[src/rtl/win_line_scanner.sv]
// win_line_scanner: walks every (cell, direction) pair of a ROWS x COLS board
// held in a read-only board RAM, fetches WIN_LEN cells per window that fits on
// the board through a RAM port with RD_LAT cycles of read latency, and reports
// the first winning window in row-major / direction order, a draw, or nothing.
// Optional build macro WIN_SCAN_DEBUG_EN: dbg_window counts evaluated windows
// (saturating at 255, frozen at done); without it dbg_window is tied to zero.
module win_line_scanner #(
  parameter int ROWS      = 6,
  parameter int COLS      = 7,
  parameter int WIN_LEN   = 4,
  parameter int ADDR_W    = 6,
  parameter int BASE_ADDR = 7,
  parameter int RD_LAT    = 2
) (
  input  logic              clk,
  input  logic              resetn,
  input  logic              start,
  input  logic              clear,
  output logic [ADDR_W-1:0] rd_addr,
  input  logic [1:0]        rd_data,
  output logic              busy,
  output logic              done,
  output logic [1:0]        result,
  output logic [ADDR_W-1:0] win_addr,
  output logic [1:0]        win_dir,
  output logic [7:0]        dbg_window
);

  localparam int RW = (ROWS > 1) ? $clog2(ROWS) : 1;
  localparam int CW = (COLS > 1) ? $clog2(COLS) : 1;
  localparam int IW = (WIN_LEN > 1) ? $clog2(WIN_LEN) : 1;
  localparam int LW = $clog2(RD_LAT + 1);

  localparam logic [RW-1:0]     ROW_LAST     = RW'(ROWS - 1);
  localparam logic [RW-1:0]     ROW_FIT_MAX  = RW'(ROWS - WIN_LEN);
  localparam logic [CW-1:0]     COL_LAST     = CW'(COLS - 1);
  localparam logic [CW-1:0]     COL_FIT_MAX  = CW'(COLS - WIN_LEN);
  localparam logic [CW-1:0]     COL_ANTI_MIN = CW'(WIN_LEN - 1);
  localparam logic [IW-1:0]     IDX_LAST     = IW'(WIN_LEN - 1);
  localparam logic [LW-1:0]     WAIT_LAST    = LW'(RD_LAT - 1);
  localparam logic [ADDR_W-1:0] STEP_H       = ADDR_W'(1);
  localparam logic [ADDR_W-1:0] STEP_V       = ADDR_W'(COLS);
  localparam logic [ADDR_W-1:0] STEP_D       = ADDR_W'(COLS + 1);
  localparam logic [ADDR_W-1:0] STEP_A       = ADDR_W'(COLS - 1);

  typedef enum logic [2:0] {
    S_IDLE  = 3'd0,
    S_SETUP = 3'd1,
    S_ISSUE = 3'd2,
    S_WAIT  = 3'd3,
    S_EVAL  = 3'd4,
    S_DONE  = 3'd5
  } state_t;

  state_t            r_state;
  state_t            w_next_state;

  logic [RW-1:0]     r_row;
  logic [CW-1:0]     r_col;
  logic [1:0]        r_dir;
  logic [IW-1:0]     r_idx;
  logic [LW-1:0]     r_wait_cnt;
  logic              r_zero_seen;
  logic [ADDR_W-1:0] r_win_base;
  logic [ADDR_W-1:0] r_rd_addr;
  logic              r_busy;
  logic              r_done;
  logic [1:0]        r_result;
  logic [ADDR_W-1:0] r_win_addr;
  logic [1:0]        r_win_dir;
  logic [1:0]        r_slot [WIN_LEN];
  logic              r_pipe_vld [RD_LAT];
  logic [IW-1:0]     r_pipe_idx [RD_LAT];

  logic              w_fits;
  logic              w_last_pair;
  logic [RW-1:0]     w_row_nxt;
  logic [CW-1:0]     w_col_nxt;
  logic [1:0]        w_dir_nxt;
  logic [ADDR_W-1:0] w_cell_addr;
  logic [ADDR_W-1:0] w_step;
  logic              w_any_empty;
  logic              w_all_equal;
  logic              w_win;
  logic              w_zero_seen_nxt;

  // Board address of a cell; the sum wraps modulo 2^ADDR_W.
  function automatic logic [ADDR_W-1:0] cell_addr(input logic [RW-1:0] row,
                                                  input logic [CW-1:0] col);
    cell_addr = ADDR_W'(BASE_ADDR) + ADDR_W'(row) * ADDR_W'(COLS) + ADDR_W'(col);
  endfunction

  assign w_cell_addr = cell_addr(r_row, r_col);
  assign w_last_pair = (r_row == ROW_LAST) && (r_col == COL_LAST) && (r_dir == 2'd3);

  // Does the window starting at (row, col) in direction dir stay on the board?
  always_comb begin
    w_fits = 1'b0;
    case (r_dir)
      2'd0:    w_fits = (r_col <= COL_FIT_MAX);
      2'd1:    w_fits = (r_row <= ROW_FIT_MAX);
      2'd2:    w_fits = (r_row <= ROW_FIT_MAX) && (r_col <= COL_FIT_MAX);
      2'd3:    w_fits = (r_row <= ROW_FIT_MAX) && (r_col >= COL_ANTI_MIN);
      default: w_fits = 1'b0;
    endcase
  end

  // Address increment between consecutive cells of a window.
  always_comb begin
    w_step = STEP_H;
    case (r_dir)
      2'd0:    w_step = STEP_H;
      2'd1:    w_step = STEP_V;
      2'd2:    w_step = STEP_D;
      2'd3:    w_step = STEP_A;
      default: w_step = STEP_H;
    endcase
  end

  // Next (cell, dir) pair: direction fastest, then column, then row.
  always_comb begin
    w_dir_nxt = r_dir + 2'd1;
    w_col_nxt = r_col;
    w_row_nxt = r_row;
    if (r_dir == 2'd3) begin
      if (r_col == COL_LAST) begin
        w_col_nxt = {CW{1'b0}};
        w_row_nxt = r_row + RW'(1);
      end else begin
        w_col_nxt = r_col + CW'(1);
        w_row_nxt = r_row;
      end
    end else begin
      w_col_nxt = r_col;
      w_row_nxt = r_row;
    end
  end

  // Window evaluation: a win needs all slots equal and holding a player code.
  always_comb begin
    w_any_empty = 1'b0;
    w_all_equal = 1'b1;
    for (int k = 0; k < WIN_LEN; k++) begin
      w_any_empty = w_any_empty | (r_slot[k] == 2'b00) | (r_slot[k] == 2'b11);
      w_all_equal = w_all_equal & (r_slot[k] == r_slot[0]);
    end
    w_win           = w_all_equal & ~w_any_empty;
    w_zero_seen_nxt = r_zero_seen | w_any_empty;
  end

  // Next-state logic; clear overrides everything, including start.
  always_comb begin
    w_next_state = r_state;
    if (clear) begin
      w_next_state = S_IDLE;
    end else begin
      case (r_state)
        S_IDLE:  w_next_state = start ? S_SETUP : S_IDLE;
        S_SETUP: begin
          if (w_fits)           w_next_state = S_ISSUE;
          else if (w_last_pair) w_next_state = S_DONE;
          else                  w_next_state = S_SETUP;
        end
        S_ISSUE: w_next_state = (r_idx == IDX_LAST) ? S_WAIT : S_ISSUE;
        S_WAIT:  w_next_state = (r_wait_cnt == WAIT_LAST) ? S_EVAL : S_WAIT;
        S_EVAL: begin
          if (w_win || w_last_pair) w_next_state = S_DONE;
          else                      w_next_state = S_SETUP;
        end
        S_DONE:  w_next_state = S_IDLE;
        default: w_next_state = S_IDLE;
      endcase
    end
  end

  // State register.
  always_ff @(posedge clk or negedge resetn) begin
    if (!resetn) r_state <= S_IDLE;
    else         r_state <= w_next_state;
  end

  // Scan position, window sequencing and draw tracking.
  always_ff @(posedge clk or negedge resetn) begin
    if (!resetn) begin
      r_row       <= {RW{1'b0}};
      r_col       <= {CW{1'b0}};
      r_dir       <= 2'd0;
      r_idx       <= {IW{1'b0}};
      r_wait_cnt  <= {LW{1'b0}};
      r_zero_seen <= 1'b0;
      r_win_base  <= {ADDR_W{1'b0}};
    end else if (clear) begin
      r_row       <= {RW{1'b0}};
      r_col       <= {CW{1'b0}};
      r_dir       <= 2'd0;
      r_idx       <= {IW{1'b0}};
      r_wait_cnt  <= {LW{1'b0}};
      r_zero_seen <= 1'b0;
    end else begin
      case (r_state)
        S_IDLE: begin
          if (start) begin
            r_row       <= {RW{1'b0}};
            r_col       <= {CW{1'b0}};
            r_dir       <= 2'd0;
            r_zero_seen <= 1'b0;
          end
        end
        S_SETUP: begin
          r_idx      <= {IW{1'b0}};
          r_win_base <= w_cell_addr;
          if (!w_fits && !w_last_pair) begin
            r_row <= w_row_nxt;
            r_col <= w_col_nxt;
            r_dir <= w_dir_nxt;
          end
        end
        S_ISSUE: begin
          r_wait_cnt <= {LW{1'b0}};
          if (r_idx != IDX_LAST) r_idx <= r_idx + IW'(1);
        end
        S_WAIT: r_wait_cnt <= r_wait_cnt + LW'(1);
        S_EVAL: begin
          r_zero_seen <= w_zero_seen_nxt;
          if (!w_win && !w_last_pair) begin
            r_row <= w_row_nxt;
            r_col <= w_col_nxt;
            r_dir <= w_dir_nxt;
          end
        end
        default: ;
      endcase
    end
  end

  // Read address: first cell loaded in SETUP, stepped once per ISSUE cycle, held otherwise.
  always_ff @(posedge clk or negedge resetn) begin
    if (!resetn) begin
      r_rd_addr <= ADDR_W'(BASE_ADDR);
    end else if (!clear && (r_state == S_SETUP) && w_fits) begin
      r_rd_addr <= w_cell_addr;
    end else if (!clear && (r_state == S_ISSUE) && (r_idx != IDX_LAST)) begin
      r_rd_addr <= r_rd_addr + w_step;
    end
  end

  // Tag each issued read with its slot index and capture the data RD_LAT cycles later.
  always_ff @(posedge clk or negedge resetn) begin
    if (!resetn) begin
      for (int i = 0; i < RD_LAT; i++) begin
        r_pipe_vld[i] <= 1'b0;
        r_pipe_idx[i] <= {IW{1'b0}};
      end
      for (int k = 0; k < WIN_LEN; k++) r_slot[k] <= 2'b00;
    end else if (clear) begin
      for (int i = 0; i < RD_LAT; i++) r_pipe_vld[i] <= 1'b0;
    end else begin
      r_pipe_vld[0] <= (r_state == S_ISSUE);
      r_pipe_idx[0] <= r_idx;
      for (int i = 1; i < RD_LAT; i++) begin
        r_pipe_vld[i] <= r_pipe_vld[i-1];
        r_pipe_idx[i] <= r_pipe_idx[i-1];
      end
      if (r_pipe_vld[RD_LAT-1]) r_slot[r_pipe_idx[RD_LAT-1]] <= rd_data;
    end
  end

  // Handshake and result registers; the result is valid in the same cycle as done.
  always_ff @(posedge clk or negedge resetn) begin
    if (!resetn) begin
      r_busy     <= 1'b0;
      r_done     <= 1'b0;
      r_result   <= 2'b00;
      r_win_addr <= {ADDR_W{1'b0}};
      r_win_dir  <= 2'd0;
    end else begin
      r_busy <= (w_next_state != S_IDLE);
      r_done <= (w_next_state == S_DONE);
      if (clear) begin
        r_result   <= 2'b00;
        r_win_addr <= {ADDR_W{1'b0}};
        r_win_dir  <= 2'd0;
      end else begin
        case (r_state)
          S_IDLE: begin
            if (start) begin
              r_result   <= 2'b00;
              r_win_addr <= {ADDR_W{1'b0}};
              r_win_dir  <= 2'd0;
            end
          end
          S_SETUP: begin
            if (!w_fits && w_last_pair) r_result <= r_zero_seen ? 2'b00 : 2'b11;
          end
          S_EVAL: begin
            if (w_win) begin
              r_result   <= r_slot[0];
              r_win_addr <= r_win_base;
              r_win_dir  <= r_dir;
            end else if (w_last_pair) begin
              r_result <= w_zero_seen_nxt ? 2'b00 : 2'b11;
            end
          end
          default: ;
        endcase
      end
    end
  end

`ifdef WIN_SCAN_DEBUG_EN
  logic [7:0] r_dbg_cnt;

  // Count evaluated windows since start; saturates, and freezes once the scan ends.
  always_ff @(posedge clk or negedge resetn) begin
    if (!resetn) begin
      r_dbg_cnt <= 8'd0;
    end else if (clear) begin
      r_dbg_cnt <= 8'd0;
    end else if ((r_state == S_IDLE) && start) begin
      r_dbg_cnt <= 8'd0;
    end else if ((r_state == S_EVAL) && (r_dbg_cnt != 8'hFF)) begin
      r_dbg_cnt <= r_dbg_cnt + 8'd1;
    end
  end

  assign dbg_window = r_dbg_cnt;
`else
  assign dbg_window = 8'd0;
`endif

  assign rd_addr  = r_rd_addr;
  assign busy     = r_busy;
  assign done     = r_done;
  assign result   = r_result;
  assign win_addr = r_win_addr;
  assign win_dir  = r_win_dir;

endmodule

[config.mk]
export PLATFORM = sky130hd
export DESIGN_NAME = win_line_scanner
export DESIGN_NICKNAME = d
export VERILOG_FILES = /design/src/rtl/win_line_scanner.sv
export SDC_FILE = /design/constraint.sdc
export NUM_CORES = 1
export LEC_CHECK = 0
export CORE_ASPECT_RATIO = 1.75
export CORE_MARGIN = 4
export CORE_UTILIZATION = 58
export DETAILED_ROUTE_END_ITERATION = 8
export HOLD_SLACK_MARGIN = 0.05
export PLACE_DENSITY = 0.81
export SLEW_MARGIN = 20
export SYNTH_ARGS = -nofsm -noshare
export SYNTH_HDL_FRONTEND = slang
export SYNTH_SLANG_ARGS = --single-unit
[constraint.sdc]
create_clock -name clk -period 3.2 [get_ports clk]
set_input_delay 0.32 -clock clk [delete_from_list [all_inputs] [get_ports clk]]
set_output_delay 0.32 -clock clk [all_outputs]
set_load 0.01 [all_outputs]
Word-level counts from Yosys, hierarchy flattened
Index checks and enable logic that the tools add are counted.
- equality and inequality tests: 27
- multiplexer cells: 56
- divide/modulo/power cells: 0
- reductions and logical operators: 36
- magnitude comparators: 5
- add/sub/neg operators: 8
- bitwise logic cells: 14
- shifts and indexed selects: 0
- multipliers: 1
- operators with widths (kind ; number):
    $mux W3 ; 16
    $mux W2 ; 17
    $mux W6 ; 5
    $pmux W6 S4 ; 1
    $pmux W3 S3 ; 2
    $pmux W3 S5 ; 1
    $eq A2 B2 Y1 const B ; 7
    $eq A3 B3 Y1 const B ; 4
    $logic_and A1 B1 Y1 ; 12
    $ne A3 B3 Y1 const B ; 4
    $pmux W2 S2 ; 3
    $pmux W2 S3 ; 2
    $pmux W6 S2 ; 1
    $reduce_bool A3 Y1 ; 4
    $logic_not A2 Y1 ; 5
    $bwmux W8 ; 1
    $or A1 B1 Y1 ; 8
    $reduce_and A2 Y1 ; 4
    $reduce_and A4 Y1 ; 2
    $add A2 B1 Y2 const B ; 3
    $add A3 B1 Y3 const B ; 2
    $add A3 B6 Y6 const A ; 1
    $add A6 B3 Y6 ; 1
    $add A6 B6 Y6 ; 1
    other kinds (25) ; 40
- bits in registers: 54
- bits of input ports: 6
- word-level logic and storage cells: 169
- bits in latches: 0
- RAM bits: 0
- memories kept: 0
- bits in read-only memories: 0

Depth between registers and ports, before layout
Gate-level depths: netlist of the first run.
- depth in word-level cells: 15
- gate-level depth with buffers: 12
- gate-level depth less buffers: 12

Worst setup path after synthesis of the first run
OpenSTA, ideal clock, no wires.
- path kind: reg2reg
- from: register r_row[1]
- to: register r_rd_addr[3], in the netlist rd_addr[3]
- library setup time: 0.126 ns
- stages on the path, launching flop included: 9
- slack: 0.710 ns
- path buffers: 0
- arrival time: 2.364 ns
- required time: 3.074 ns
- period minus slack after synthesis: 2.490 ns
- cell sequence: dfrtp_1 -> inv_1 -> ha_1 -> inv_1 -> fa_1 -> inv_1 -> fa_1 -> xnor2_1 -> a221o_1
- word-level cells in the longest chain between the ends: 5
- elaborated cells on any way between the ends: 10
- those cells by class: add/sub (2); mul (1); order compare (1); mux (2); reduce/logical (4)
- ends and longest elaborated chain (item ; RTL line ; text):
    start, declared ; 58 ; logic [RW-1:0] r_row;
    start signal, assigned ; 185 ; r_row <= {RW{1'b0}};
    start signal, assigned ; 193 ; r_row <= {RW{1'b0}};
    start signal, assigned ; 203 ; r_row <= {RW{1'b0}};
    branches (longest 5 deep; another with $mul A3 B3 Y6) ; - ;
    end signal, assigned ; 239 ; r_rd_addr <= ADDR_W'(BASE_ADDR);
    end signal, assigned ; 241 ; r_rd_addr <= w_cell_addr;
    end signal, assigned ; 243 ; r_rd_addr <= r_rd_addr + w_step;
    end, declared ; 65 ; logic [ADDR_W-1:0] r_rd_addr;
Parallel ways; which one is timed is not known.
A chain may end at the register's enable or synchronous reset.

Worst setup path after layout of the first run
- from: register r_row[1]
- to: register r_rd_addr[5], in the netlist rd_addr[5]
Same word-level chain as after synthesis.

==> results.md, run 1 <==
* Fill cell count at 476
* Syn_area_per_cell at 10.3 sq um
* Number of synthesized flops with an enable pin at 0
* CTS tree: yes
* Crit path required time at 3.41 ns
* Largest net degree at the start of global routing at 34
* Synth top cells by count: dfrtp_1 (51), nand2_1 (27), ha_1 (26)
* MaxCap Viol Count at 0
* Max H-tree Level at 2
* Final count of pins violating max slew at 0
* CTS buffer count at 5
* Peak VDD IR at 0.000290 V
* Post-DR wirelength/cell at 17.2 um
* Final Critical Period at 2.81 ns
* 1st-pass router iterations at 4
* Vias in the first global route at 2,442
* Initial antenna violation count at 0
* Critical Path Source: r_row[1]
* WS Path Type: reg -> reg
* Yosys synthesis warning count at 0
* Worst R2R Start: r_row[1]
* Area of the core at 0.00559 sq mm
* Leak at between 1.5 and 2 nW
* Final ANT Viol Nets at 0
* GRT Residual Overflow at 0
* Flop-to-flop setup slack at 0.39 ns
* Startpoint types: flop
* PortBufs at 23
* Main synth FF type: dfrtp_1
* Final Hold Violating Endpoints at 0
* Total area of sequential cells at 0.00136 sq mm
* End-of-flow core utilization at between 60% and 70%
* Worst hold path class: in -> async
* Diode count at 0
* Share of Yosys cell area claimed by the top area cell type at a little under two fifths
* Placed insts at about 420
* Synth cell types at 68
* Gr usage total at 22.2%
* Hold_buf cts at 0
* Worst skew pair latency at 0.32 ns
* Footprint of the multi-input gates at between 0.0015 and 0.002 sq mm
* Min Hold Slack at 0.0551 ns
* DR vias at 2,503
* Reg2reg path depth at 11
* F_max at roughly 360 MHz
* GPL Wtd Cong at 0.928
* Slew margin rel. at a little under half
* Post-CTS setup buffers at 0
* Die Ht at 109 um
* Layout area overhead at 10.4%
* WL final at 7320 um
* Async SR Flop Fraction at 100%
* Clk buf depth at 2
* Crit path capture type: flop
* DRT iter0 DRCs at 152
* Root buf cell: clkbuf_8
* Drt drc at 0
* RSZ-0062 raised after global routing: false
* Status: finished clean
* Non-filler instance count after layout at 426
* Cell Area, Synth at 0.00337 sq mm
* Initial Util at 60.3%
* DP HPWL at 5630 um
* Clock Skew at between 0.01 and 0.015 ns
* Most common cell in the netlist: dfrtp_1
* Clock transition at path regs at approximately 0.11 ns
* Setup TNS at 0 ns
* Final WS setup at 0.387 ns
* Number of synthesized register bits at 54
* Pre-CTS WS at 0.421 ns
* Die area at 0.00714 sq mm
* Share of layout cells above drive strength 1 at between 10% and 20%
* Pwr per Cell Area at 440 mW/mm^2
* Worst Tran Pin Value at 0.796 ns
* TritonCTS Sinks at 54
* Fin crit share at 87.9%
* Vias per inst at 5.88
* I/O pin count at 32
* Crit Path Max Fanout at 8
* Synth area leader: dfrtp_1
* Top cells by area, synth: dfrtp_1 (38%), ha_1 (9.7%), mux2_2 (5.3%)
* CP arrival at between 3 and 4 ns
* Sequential area share after synthesis at 40.2%
* Site Rows at 36
* Final nets at 384
* Die boundary width at 65.6 um
* R2R Path End: rd_addr[5]
* Final count of negative-setup-slack endpoints at 0
* CP endpoint: rd_addr[5]
* First-pass GRT wire length at 12,100 um
* Resized cells post-CTS at 0
* Mapped Cells at ~330
-- sequential cells by signal, summed over array words and instances, names as in the netlist --
name,flops
r_wait_cnt,2
r_row,3
r_state,3
win_addr,6
r_pipe_vld,2
r_zero_seen,1
r_slot,8
r_idx,2
r_pipe_idx,4
win_dir,2
rd_addr,6
r_col,3
r_dir,2
result,2
done,1
busy,1
r_win_base,6
-- logic make-up after synthesis --
group / after synthesis / share of synthesized area [%]
DFF: 54 / 40.2
AOI/OAI and AO/OA: 69 / 14.7
buffers and inverters: 41 / 6.01
and+or+nand+nor: 96 / 16.1
xor gates and xnor gates: 14 / 3.64
other: 1 / 0.111
adders and majority gates: 29 / 11.4
muxes: 23 / 7.72
-- per-stage QoR --
stage          total power [W]  instance area (sq um)
2_1_floorplan          0.00111                   3400
3_3_place_gp           0.00124                   3630
3_5_place_dp           0.00125                   3630
4_1_cts                0.00165                   3720
5_1_grt                0.00173                   3720
6_report               0.00164                   3720
-- layout make-up --
cell class / instances / share of cell area, %
well taps: 76 / 2.55
clock buffers: 5 / 1.85
multi-input cells: 239 / 49.6
clock inverters: 3 / 0.639
inverters: 23 / 2.32
repair buffers: 26 / 6.66
flip-flops and latches: 54 / 36.4
-- worst min-delay path by stage --
stage                      start     endpoint  slack [ns]  depth (start not counted)
after floorplan           resetn         busy        0.02                          0
after global placement    resetn         done        0.42                          1
after detailed placement  resetn         done        0.43                          1
after CTS                 resetn     r_col[1]        0.08                          1
after global routing      resetn  win_addr[4]        0.12                          1
final                     resetn     r_col[1]        0.06                          1
-- cell usage in the layout, fill, tap and decap left out, types with 5 or more instances in the layout --
cell / count
nand2_1: 27
conb_1: 8
nor2b_1: 8
clkdlybuf4s50_1: 22
inv_1: 23
xnor2_1: 10
nor3_1: 8
nor3b_1: 5
ha_1: 26
mux2_2: 16
dfrtp_1: 51
clkbuf_8: 5
a22o_1: 10
nor2_1: 16
a21oi_1: 11
o211ai_1: 5
mux2i_1: 5
o21ai_0: 13
-- report_power, final --
group          switching [W]  internal [W]  total [W]
registers          0.0000720      0.000758   0.000830
logic               0.000211      0.000200   0.000411
clock network       0.000239      0.000157   0.000396
total               0.000522       0.00111    0.00164
-- layer usage --
| layer | track usage, % | wire, um | up-vias |
|---|---|---|---|
| li1 | - | - | 1205 |
| met1 | 25.9 | 2820 | 1225 |
| met2 | 39.8 | 4120 | 56 |
| met3 | 2.89 | 171 | 17 |
| met4 | 9.35 | 210 | 0 |
| met5 | 0 | 0 | - |
-- worst max-delay path, cell delays in order (launching register included) --
cell and delay [ns]:
dfrtp_1 0.50, inv_1 0.16, ha_1 0.33, inv_1 0.06
fa_1 0.53, inv_1 0.07, fa_1 0.47, inv_1 0.07
a21o_1 0.10, a21oi_1 0.07, xnor2_1 0.23, o211ai_1 0.12
Power figures use the tool's default switching activity.
==> run 2, diff against run 1 <==
--- a/config.mk
+++ b/config.mk
@@ -7,10 +7,11 @@
 export LEC_CHECK = 0
 export CORE_ASPECT_RATIO = 1.75
 export CORE_MARGIN = 4
-export CORE_UTILIZATION = 58
+export CORE_UTILIZATION = 60
+export CTS_BUF_LIST = sky130_fd_sc_hd__clkbuf_8
 export DETAILED_ROUTE_END_ITERATION = 8
 export HOLD_SLACK_MARGIN = 0.05
-export PLACE_DENSITY = 0.81
+export PLACE_DENSITY = 0.83
 export SLEW_MARGIN = 20
 export SYNTH_ARGS = -nofsm -noshare
 export SYNTH_HDL_FRONTEND = slang
==> results.md, run 2 (synthesis results as in run 1) <==
* Drt drc at 0
* Final ANT Viol Nets at 0
* Fill cell count at 433
* GRT Residual Overflow at 0
* Crit path required time at 3.44 ns
* Crit Path Max Fanout at 15
* Final nets at 384
* Peak VDD IR at 0.000399 V
* Leak at 1.71 nW
* CTS buffer count at 5
* CTS tree: yes
* Most frequent cells in the layout: dfrtp_1 (51), nand2_1 (27), ha_1 (26), inv_1 (24), clkdlybuf4s50_1 (22)
* Initial Util at 63.1%
* DRT iter0 DRCs at 123
* TritonCTS Sinks at 54
* F_max at 365 MHz
* Root buf cell: clkbuf_8
* Die area at 0.00693 sq mm
* Pre-CTS WS at 0.517 ns
* CP top delay family: simple AND/OR/NAND/NOR gates
* RSZ-0062 raised after global routing: false
* Pwr per Cell Area at approximately 460 mW/mm^2
* WP buf/inv at 0
* Area of the core at 0.00534 sq mm
* Slew margin rel. at 40.8%
* Layout area overhead at 10.7%
* Final total power at between 0.0015 and 0.002 W
* Fin crit share at 85.7%
* Slowest stage cell, crit path: nor3_1
* CP arrival at 2.98 ns
* Post-CTS setup buffers at 0
* GPL Wtd Cong at 0.947
* Resized cells post-CTS at 0
* End-of-flow core utilization at 69.8%
* Largest net degree at the start of global routing at 35
* DP HPWL at 5540 um
* Vias in the first global route at 2,627
* Worst hold path class: in -> async
* I/O pin count at 32
* Max incr delay on CP at 0.78 ns
* Worst Tran Pin Value at between 0.8 and 0.9 ns
* First-pass GRT wire length at 12,100 um
* MaxCap Viol Count at 0
* Reg2reg path depth at 7
* Final count of pins violating max slew at 0
* Setup TNS at 0 ns
* Clock transition at path regs at 0.10 ns
* Status: finished clean
* Clk buf depth at 2
* Die Ht at between 100 and 150 um
* Die boundary width at ~65 um
* Worst R2R Start: r_col[0]
* Post-DR wirelength/cell at 17.1 um
* Site Rows at 35
* Worst skew pair latency at 0.31 ns
* Most common cell after layout, fill and taps aside: dfrtp_1
* Number of flip-flops in the largest register at 8
* Max H-tree Level at 2
* 1st-pass router iterations at 4
* Vias per inst at 6.07
* R2R Path End: r_dir[1]
* Biggest register: r_slot
* Diode count at 0
* Flop-to-flop setup slack at 0.46 ns
* Final count of negative-setup-slack endpoints at 0
* Final Critical Period at 2.74 ns
* Final Hold Violating Endpoints at 0
* WL final at 7260 um
* Clock Skew at 0.00960 ns
* Initial antenna violation count at 0
* Final WS setup at ~0.46 ns
* Hold_buf cts at 0
* Crit-path cells: and2_2, ha_1, nor3b_1, mux2_2, o21ai_2, nor3_1, mux2i_1
* DR vias at 2,572
* WS Path Type: reg -> reg
* PortBufs at 23
* Share of layout cells above drive strength 1 at ~12%
* Crit path capture type: flop
* Gr usage total at 22.4%
* Startpoint types: flop
-- run 2: cell count changes in the layout (fill, tap and decap cells not counted) --
cell / before / now
bufinv_16: 0 / 1
clkinvlp_4: 2 / 1
nor4_2: 2 / 1
inv_6: 1 / 0
inv_1: 23 / 24
nor4_1: 2 / 3
-- run 2: metal layers --
| metal | part of all wire, % | wire, um | track usage, % |
|---|---|---|---|
| met1 | 39 | 2840 | 26.1 |
| met2 | 54 | 3920 | 39.6 |
| met3 | 3.0 | 219 | 3.14 |
| met4 | 4.0 | 287 | 11.3 |
| met5 | 0 | 0 | 0 |
-- run 2: worst max-delay path by stage --
stage              from            end  slack (ns)  cells past startpoint
5_1_grt        r_col[0]       r_dir[0]        0.29                      7
4_1_cts        r_col[0]       r_dir[1]        0.49                      7
3_3_place_gp   r_row[2]     rd_addr[5]        0.55                     11
6_report       r_col[0]       r_dir[1]        0.46                      7
3_5_place_dp   r_row[2]  r_win_base[5]        0.52                     11
2_1_floorplan  r_row[1]     rd_addr[3]        0.71                      8
-- run 2: area by class of cell --
cell class	count	area (sq um)	share of cell area [%]
clock inverters	3	41.3	1.11
inverters	23	86.3	2.31
clock buffers	5	68.8	1.84
multi-input cells	239	1840	49.3
well taps	74	92.6	2.48
flip-flops and latches	54	1360	36.3
repair buffers	26	248	6.64
-- run 2: report_power, final --
part           leakage (nW)  total, W  internal, W  switching (W)
sequential            0.729  0.000829     0.000758      0.0000708
clock                0.0556  0.000458     0.000231       0.000228
combinational         0.927  0.000423     0.000201       0.000222
-- run 2: through the flow --
step                      instances  cell area [sq um]  hold slack (ns)
after floorplan                 334               3400           0.0244
after global placement          416               3620            0.404
after detailed placement        416               3620            0.415
after CTS                       424               3730           0.0765
after global routing            424               3730            0.114
final                           424               3730           0.0555
